`src/rtl/fsm_flow_ctrl_if.sv`:
```
// FIFO-bank status/flag bundle between the FIFO bank (master) and fsm_flow_ctrl (slave).
interface fsm_flow_ctrl_if #(
    parameter int unsigned NUM_FIFOS = 8,
    parameter int unsigned CNT_W     = 3
);
    logic [NUM_FIFOS-1:0]       empty;
    logic [NUM_FIFOS*CNT_W-1:0] fifo_cnt;
    logic [NUM_FIFOS-1:0]       fifo_error;
    logic [NUM_FIFOS-1:0]       almost_full;
    logic [NUM_FIFOS-1:0]       almost_empty;
    logic                       pause;
    logic [NUM_FIFOS-1:0]       error_fifo;

    modport master (
        output empty, fifo_cnt, fifo_error,
        input  almost_full, almost_empty, pause, error_fifo
    );

    modport slave (
        input  empty, fifo_cnt, fifo_error,
        output almost_full, almost_empty, pause, error_fifo
    );
endinterface

```
`src/rtl/fsm_flow_ctrl.sv`:
```
// Flow-control FSM for an N-channel FIFO bank: threshold config, idle/active tracking,
// per-FIFO almost-full/empty flags, global pause and sticky error capture.
module fsm_flow_ctrl #(
    parameter int unsigned NUM_FIFOS = 8,
    parameter int unsigned CNT_W     = 3
) (
    input  logic             clk,
    input  logic             reset,
    input  logic             init,
    input  logic [CNT_W-1:0] umbral_L,
    input  logic [CNT_W-1:0] umbral_H,
    fsm_flow_ctrl_if.slave   bus,
    output logic [2:0]       state,
    output logic [2:0]       next_state,
    output logic [CNT_W-1:0] umbral_L_out,
    output logic [CNT_W-1:0] umbral_H_out,
    output logic             idle_out,
    output logic             active_out,
    output logic             error_out
);

    typedef enum logic [2:0] {
        ST_RESET  = 3'b000,
        ST_INIT   = 3'b001,
        ST_IDLE   = 3'b010,
        ST_ERROR  = 3'b011,
        ST_ACTIVE = 3'b100
    } state_e;

    state_e               state_q, state_d;
    logic [CNT_W-1:0]     umb_l_q, umb_l_d;
    logic [CNT_W-1:0]     umb_h_q, umb_h_d;
    logic [NUM_FIFOS-1:0] af_q, af_d;
    logic [NUM_FIFOS-1:0] ae_q, ae_d;
    logic                 pause_q, pause_d;
    logic [NUM_FIFOS-1:0] err_fifo_q, err_fifo_d;

    always_ff @(posedge clk) begin
        if (reset) begin
            state_q    <= ST_RESET;
            umb_l_q    <= '0;
            umb_h_q    <= '0;
            af_q       <= '0;
            ae_q       <= '0;
            pause_q    <= 1'b0;
            err_fifo_q <= '0;
        end else begin
            state_q    <= state_d;
            umb_l_q    <= umb_l_d;
            umb_h_q    <= umb_h_d;
            af_q       <= af_d;
            ae_q       <= ae_d;
            pause_q    <= pause_d;
            err_fifo_q <= err_fifo_d;
        end
    end

    // Next-state, threshold load, sticky errors and flag next-values
    always_comb begin
        state_d    = state_q;
        umb_l_d    = umb_l_q;
        umb_h_d    = umb_h_q;
        af_d       = '0;
        ae_d       = '0;
        err_fifo_d = err_fifo_q;

        case (state_q)
            ST_RESET: state_d = ST_INIT;
            ST_INIT: begin
                if (!init) begin
                    umb_l_d = umbral_L;
                    umb_h_d = umbral_H;
                end else if (umb_l_q < umb_h_q) begin
                    state_d = ST_IDLE;
                end
            end
            ST_IDLE: begin
                err_fifo_d = err_fifo_q | bus.fifo_error;
                if (|bus.fifo_error)  state_d = ST_ERROR;
                else if (&bus.empty)  state_d = ST_IDLE;
                else                  state_d = ST_ACTIVE;
            end
            ST_ACTIVE: begin
                err_fifo_d = err_fifo_q | bus.fifo_error;
                if (|bus.fifo_error)  state_d = ST_ERROR;
                else if (&bus.empty)  state_d = ST_IDLE;
                else                  state_d = ST_ACTIVE;
                for (int i = 0; i < int'(NUM_FIFOS); i++) begin
                    af_d[i] = (bus.fifo_cnt[i*CNT_W +: CNT_W] >= umb_h_q);
                    ae_d[i] = (bus.fifo_cnt[i*CNT_W +: CNT_W] <= umb_l_q);
                end
            end
            ST_ERROR: err_fifo_d = err_fifo_q | bus.fifo_error;
            default:  state_d = ST_RESET;
        endcase

        if (reset) state_d = ST_RESET;
        pause_d = |af_d;
    end

    assign state            = 3'(state_q);
    assign next_state       = 3'(state_d);
    assign umbral_L_out     = umb_l_q;
    assign umbral_H_out     = umb_h_q;
    assign idle_out         = (state_q == ST_IDLE);
    assign active_out       = (state_q == ST_ACTIVE);
    assign error_out        = (state_q == ST_ERROR);
    assign bus.almost_full  = af_q;
    assign bus.almost_empty = ae_q;
    assign bus.pause        = pause_q;
    assign bus.error_fifo   = err_fifo_q;

endmodule

```
`src/flat_wrapper.sv`:
```
// flat-port wrapper written by rule: the top's interface ports become plain ports
module fsm_flow_ctrl_flat 
#(
    parameter int unsigned NUM_FIFOS = 8,
    parameter int unsigned CNT_W     = 3
)
  (clk, reset, init, umbral_L, umbral_H, state, next_state, umbral_L_out, umbral_H_out, idle_out, active_out, error_out, bus_empty, bus_fifo_cnt, bus_fifo_error, bus_almost_full, bus_almost_empty, bus_pause, bus_error_fifo);
  fsm_flow_ctrl_if #(.NUM_FIFOS(NUM_FIFOS), .CNT_W(CNT_W)) bus_i ();
  input  logic clk;
  input  logic reset;
  input  logic init;
  input  logic [CNT_W-1:0] umbral_L;
  input  logic [CNT_W-1:0] umbral_H;
  output logic [2:0] state;
  output logic [2:0] next_state;
  output logic [CNT_W-1:0] umbral_L_out;
  output logic [CNT_W-1:0] umbral_H_out;
  output logic idle_out;
  output logic active_out;
  output logic error_out;
  input wire logic [$bits(bus_i.empty)-1:0] bus_empty;
  input wire logic [$bits(bus_i.fifo_cnt)-1:0] bus_fifo_cnt;
  input wire logic [$bits(bus_i.fifo_error)-1:0] bus_fifo_error;
  output wire logic [$bits(bus_i.almost_full)-1:0] bus_almost_full;
  output wire logic [$bits(bus_i.almost_empty)-1:0] bus_almost_empty;
  output wire logic [$bits(bus_i.pause)-1:0] bus_pause;
  output wire logic [$bits(bus_i.error_fifo)-1:0] bus_error_fifo;
  assign bus_i.empty = bus_empty;
  assign bus_i.fifo_cnt = bus_fifo_cnt;
  assign bus_i.fifo_error = bus_fifo_error;
  assign bus_almost_full = bus_i.almost_full;
  assign bus_almost_empty = bus_i.almost_empty;
  assign bus_pause = bus_i.pause;
  assign bus_error_fifo = bus_i.error_fifo;
  fsm_flow_ctrl #(.NUM_FIFOS(NUM_FIFOS), .CNT_W(CNT_W)) u_core (.clk(clk), .reset(reset), .init(init), .umbral_L(umbral_L), .umbral_H(umbral_H), .bus(bus_i), .state(state), .next_state(next_state), .umbral_L_out(umbral_L_out), .umbral_H_out(umbral_H_out), .idle_out(idle_out), .active_out(active_out), .error_out(error_out));
endmodule
```
`config.mk`:
```
export PLATFORM = sky130hd
export DESIGN_NAME = fsm_flow_ctrl_flat
export DESIGN_NICKNAME = d
export VERILOG_FILES = /design/src/rtl/fsm_flow_ctrl_if.sv /design/src/rtl/fsm_flow_ctrl.sv /design/src/flat_wrapper.sv
export SDC_FILE = /design/constraint.sdc
export NUM_CORES = 1
export LEC_CHECK = 0
export BUFFER_PORTS_ARGS = -buffer_cell sky130_fd_sc_hd__buf_2
export CAP_MARGIN = 25
export CORE_ASPECT_RATIO = 1.25
export CORE_MARGIN = 2
export CORE_UTILIZATION = 52
export CTS_BUF_LIST = sky130_fd_sc_hd__clkbuf_16
export DETAILED_ROUTE_END_ITERATION = 7
export PLACE_DENSITY_LB_ADDON = 0.05
export REMOVE_ABC_BUFFERS = 1
export SLEW_MARGIN = 10
export SYNTH_ARGS = -nofsm -noshare
export SYNTH_HDL_FRONTEND = slang
export SYNTH_SLANG_ARGS = --single-unit
```
`constraint.sdc`:
```
create_clock -name clk -period 4.53 [get_ports clk]
set_input_delay 0.906 -clock clk [delete_from_list [all_inputs] [get_ports clk]]
set_output_delay 0.906 -clock clk [all_outputs]
set_load 0.01 [all_outputs]
```
==> results.md <==
* Status: finished, final reports clean
* Share of layout cells above drive strength 1 at 0.290
* Total GRT Usage at 0.217
* Part of the power in the clock network at 0.443
* CTS root buf: clkbuf_16
* Worst hold slack at 467 ps
* Nets at 439
* Critical path class: flip-flop to primary output
* Top cell type's share of synthesized area at 0.309
* Synthesized flop and latch total at 34
* Die W at 62.2 um
* P per Cell Area at 309 mW/mm2
* Post-DP Area at 0.00268 mm2
* Post-cts sizing count at 0
* Ant. Diodes at 0
* Top achievable clock speed at 314 MHz
* Post-synth EDFFs at 0
* Post-Synthesis Cells at 249
* Syn avg cell area at 8.84 um2
* Wire per inst at 12.7 um
* CP Launch Type: flip-flop
* Final Power at 0.000881 W
* Layout filler cell count at 356
* Largest net degree at the start of global routing at 22
* Area contributors post-synth: dfxtp_1, ha_1, a21oi_1
* Post-CTS Hold Buffers at 0
* Total iterations of the first detailed-routing run at 4
* Fin crit share at 0.702
* Post-synthesis async set-or-reset flop share at 0
* Max IR drop VDD at 269 uV
* DIE HEIGHT at 76.8 um
* Starting Density at 0.542
* Synthesized cell area at 0.00220 mm2
* Commonest non-fill, non-tap cell in the layout: buf_2
* I/O pin cnt at 89
* Final Hold Fails at 0
* Detailed placement HPWL at 3880 um
* Iter 0 DRT Violations at 32
* Slew @ Worst Pin at 608 ps
* Post-synth top flop: dfxtp_1
* Drt total wl at 5020 um
* CP required at 3620 ps
* Slowest CP cell: a221oi_1
* CP max FO at 10
* RSZ-0062 raised after global routing: no
* DRC at 0
* Initial antenna violation count at 0
* Area growth from synthesis to layout at 29.5%
* Post-Route Setup TNS at 0 ps
* Congestion Overflow GR at 0
* Worst path bufs/invs at 2
* CTS tree: yes
* PortBufs at 88
* Longest Clk Path Bufs at 2
* Fin area at 0.00285 mm2
* Most frequent cells in the layout: buf_2, ha_1, dfxtp_1, a21oi_1, nor2_1
* Setup violations, final at 0
* CP max stage delay at 360 ps
* WP data arrival at 2270 ps
* Setup bufs post-CTS at 0
* Sw frac at 0.266
* Clk sink count at 34
* Vias per inst at 5.12
* LEAKAGE at 1.46 nW
* Worst-Skew Late Latency at 280 ps
* Vias post-DR at 2,031
* GPL Wtd Cong at 0.764
* Row cnt at 26
* ANT nets after route at 0
* Family with the most delay on the worst path: compound AO/OA/AOI/OAI gates
* Tmin final at 3180 ps
* Worst-path clk slew at 60 ps
* Slew margin rel. at 0.593
* H-tree levels at 2
* Ys Warns at 0
* Flop pwr share at 0.365
* Combinational Power Share at 0.191
* Sequential element share of the synthesized area at 0.309
* Worst hold path class: flip-flop to flip-flop
* Num CTS Buffers at 5
* Cell Chain, Critical Path: inv_1, ha_1, and2_1, a221oi_1, a21oi_1, o221a_2, buf_2
* Leading area contributor after synthesis: dfxtp_1
* Net Sw Power at 0.000235 W
* Clock Skews at 5.23 ps
* Core area at 0.00407 mm2
* Maximum capacitance violations at 0
* Number of global-route vias before repair at 1,938
* Die ar. at 0.00477 mm2
* Critical Path End Type: primary output
* Internal at 0.000647 W
* Post-synthesis cell type count at 26
* Final slew viol count at 0
* First-pass GRT wire length at 8260 um
## worst paths after layout
path                            slack (ps)                     start                        to  cells after the start
worst min register to register         470  u_core.bus.error_fifo[4]  u_core.bus.error_fifo[4]                      2
worst min-delay path                   470  u_core.bus.error_fifo[4]  u_core.bus.error_fifo[4]                      2
worst max-delay path                  1350    u_core.umbral_H_out[2]             next_state[0]                      7
worst max register to register        2550    u_core.umbral_H_out[2]           u_core.state[0]                      6
## routing by layer
metal,GRT usage,up-vias,share of wire
met5,0,-,0
met4,0.0644,0,0.014
met3,0.0572,8,0.069
met2,0.416,71,0.51
met1,0.229,889,0.41
li1,-,1063,-
## power groups by stage
stage          Combinational [W]  Sequential, W  Clock, W
6_report                0.000168       0.000322  0.000391
5_1_grt                 0.000196       0.000323  0.000409
4_1_cts                 0.000170       0.000322  0.000395
3_5_place_dp            0.000168       0.000328         0
3_3_place_gp            0.000161       0.000328         0
2_1_floorplan           0.000100       0.000330         0
## flip-flops by register name (all words and copies together), names as in the netlist
signal,count
u_core.bus.almost_full,8
u_core.umbral_H_out,3
u_core.bus.error_fifo,8
u_core.bus.almost_empty,8
u_core.state,3
u_core.bus.pause,1
u_core.umbral_L_out,3
## Yosys cell counts (4+ instances only)
cell      number
ha_1          50
dfxtp_1       34
a21oi_1       30
nor2_1        21
o21ai_0       17
inv_1         16
nor2b_1       16
nand2b_1      11
nand2_1       10
and2_1         9
nand3_1        8
nor4_1         6
a31oi_1        4
## worst register-to-register path, cell delays in order, from the launching register on
cell and delay, ps:
dfxtp_1 320, inv_1 310, ha_1 320, and2_1 150, a221oi_1 360, a21oi_1 140
o221a_2 270
## cells by family after synthesis
group	synth area share
XOR/XNOR	0.00398
flip-flops	0.309
multiplexers	0.00909
AO/OA/AOI/OAI	0.136
AND/OR/NAND/NOR	0.217
adder cells (fa/ha/maj)	0.284
buffers and inverters	0.0409
## through the flow
step                 util  cells  worst slack (ps)
floorplan               -    245              1710
global placement    0.660    389              1410
detailed placement  0.660    389              1400
CTS                 0.702    397              1340
global route        0.702    397              1210
finish              0.702    397              1350
## final cells by class
cell class / instances / area (um2) / share of cell area
Clock buffer: 5 / 125 / 0.0439
Clock inverter: 3 / 45.0 / 0.0158
Inverter: 16 / 60.1 / 0.0211
Multi-Input combinational cell: 195 / 1430 / 0.502
Sequential cell: 34 / 681 / 0.239
Tap cell: 56 / 70.1 / 0.0246
Timing Repair Buffer: 88 / 440 / 0.154
Power figures use the tool's default switching activity.
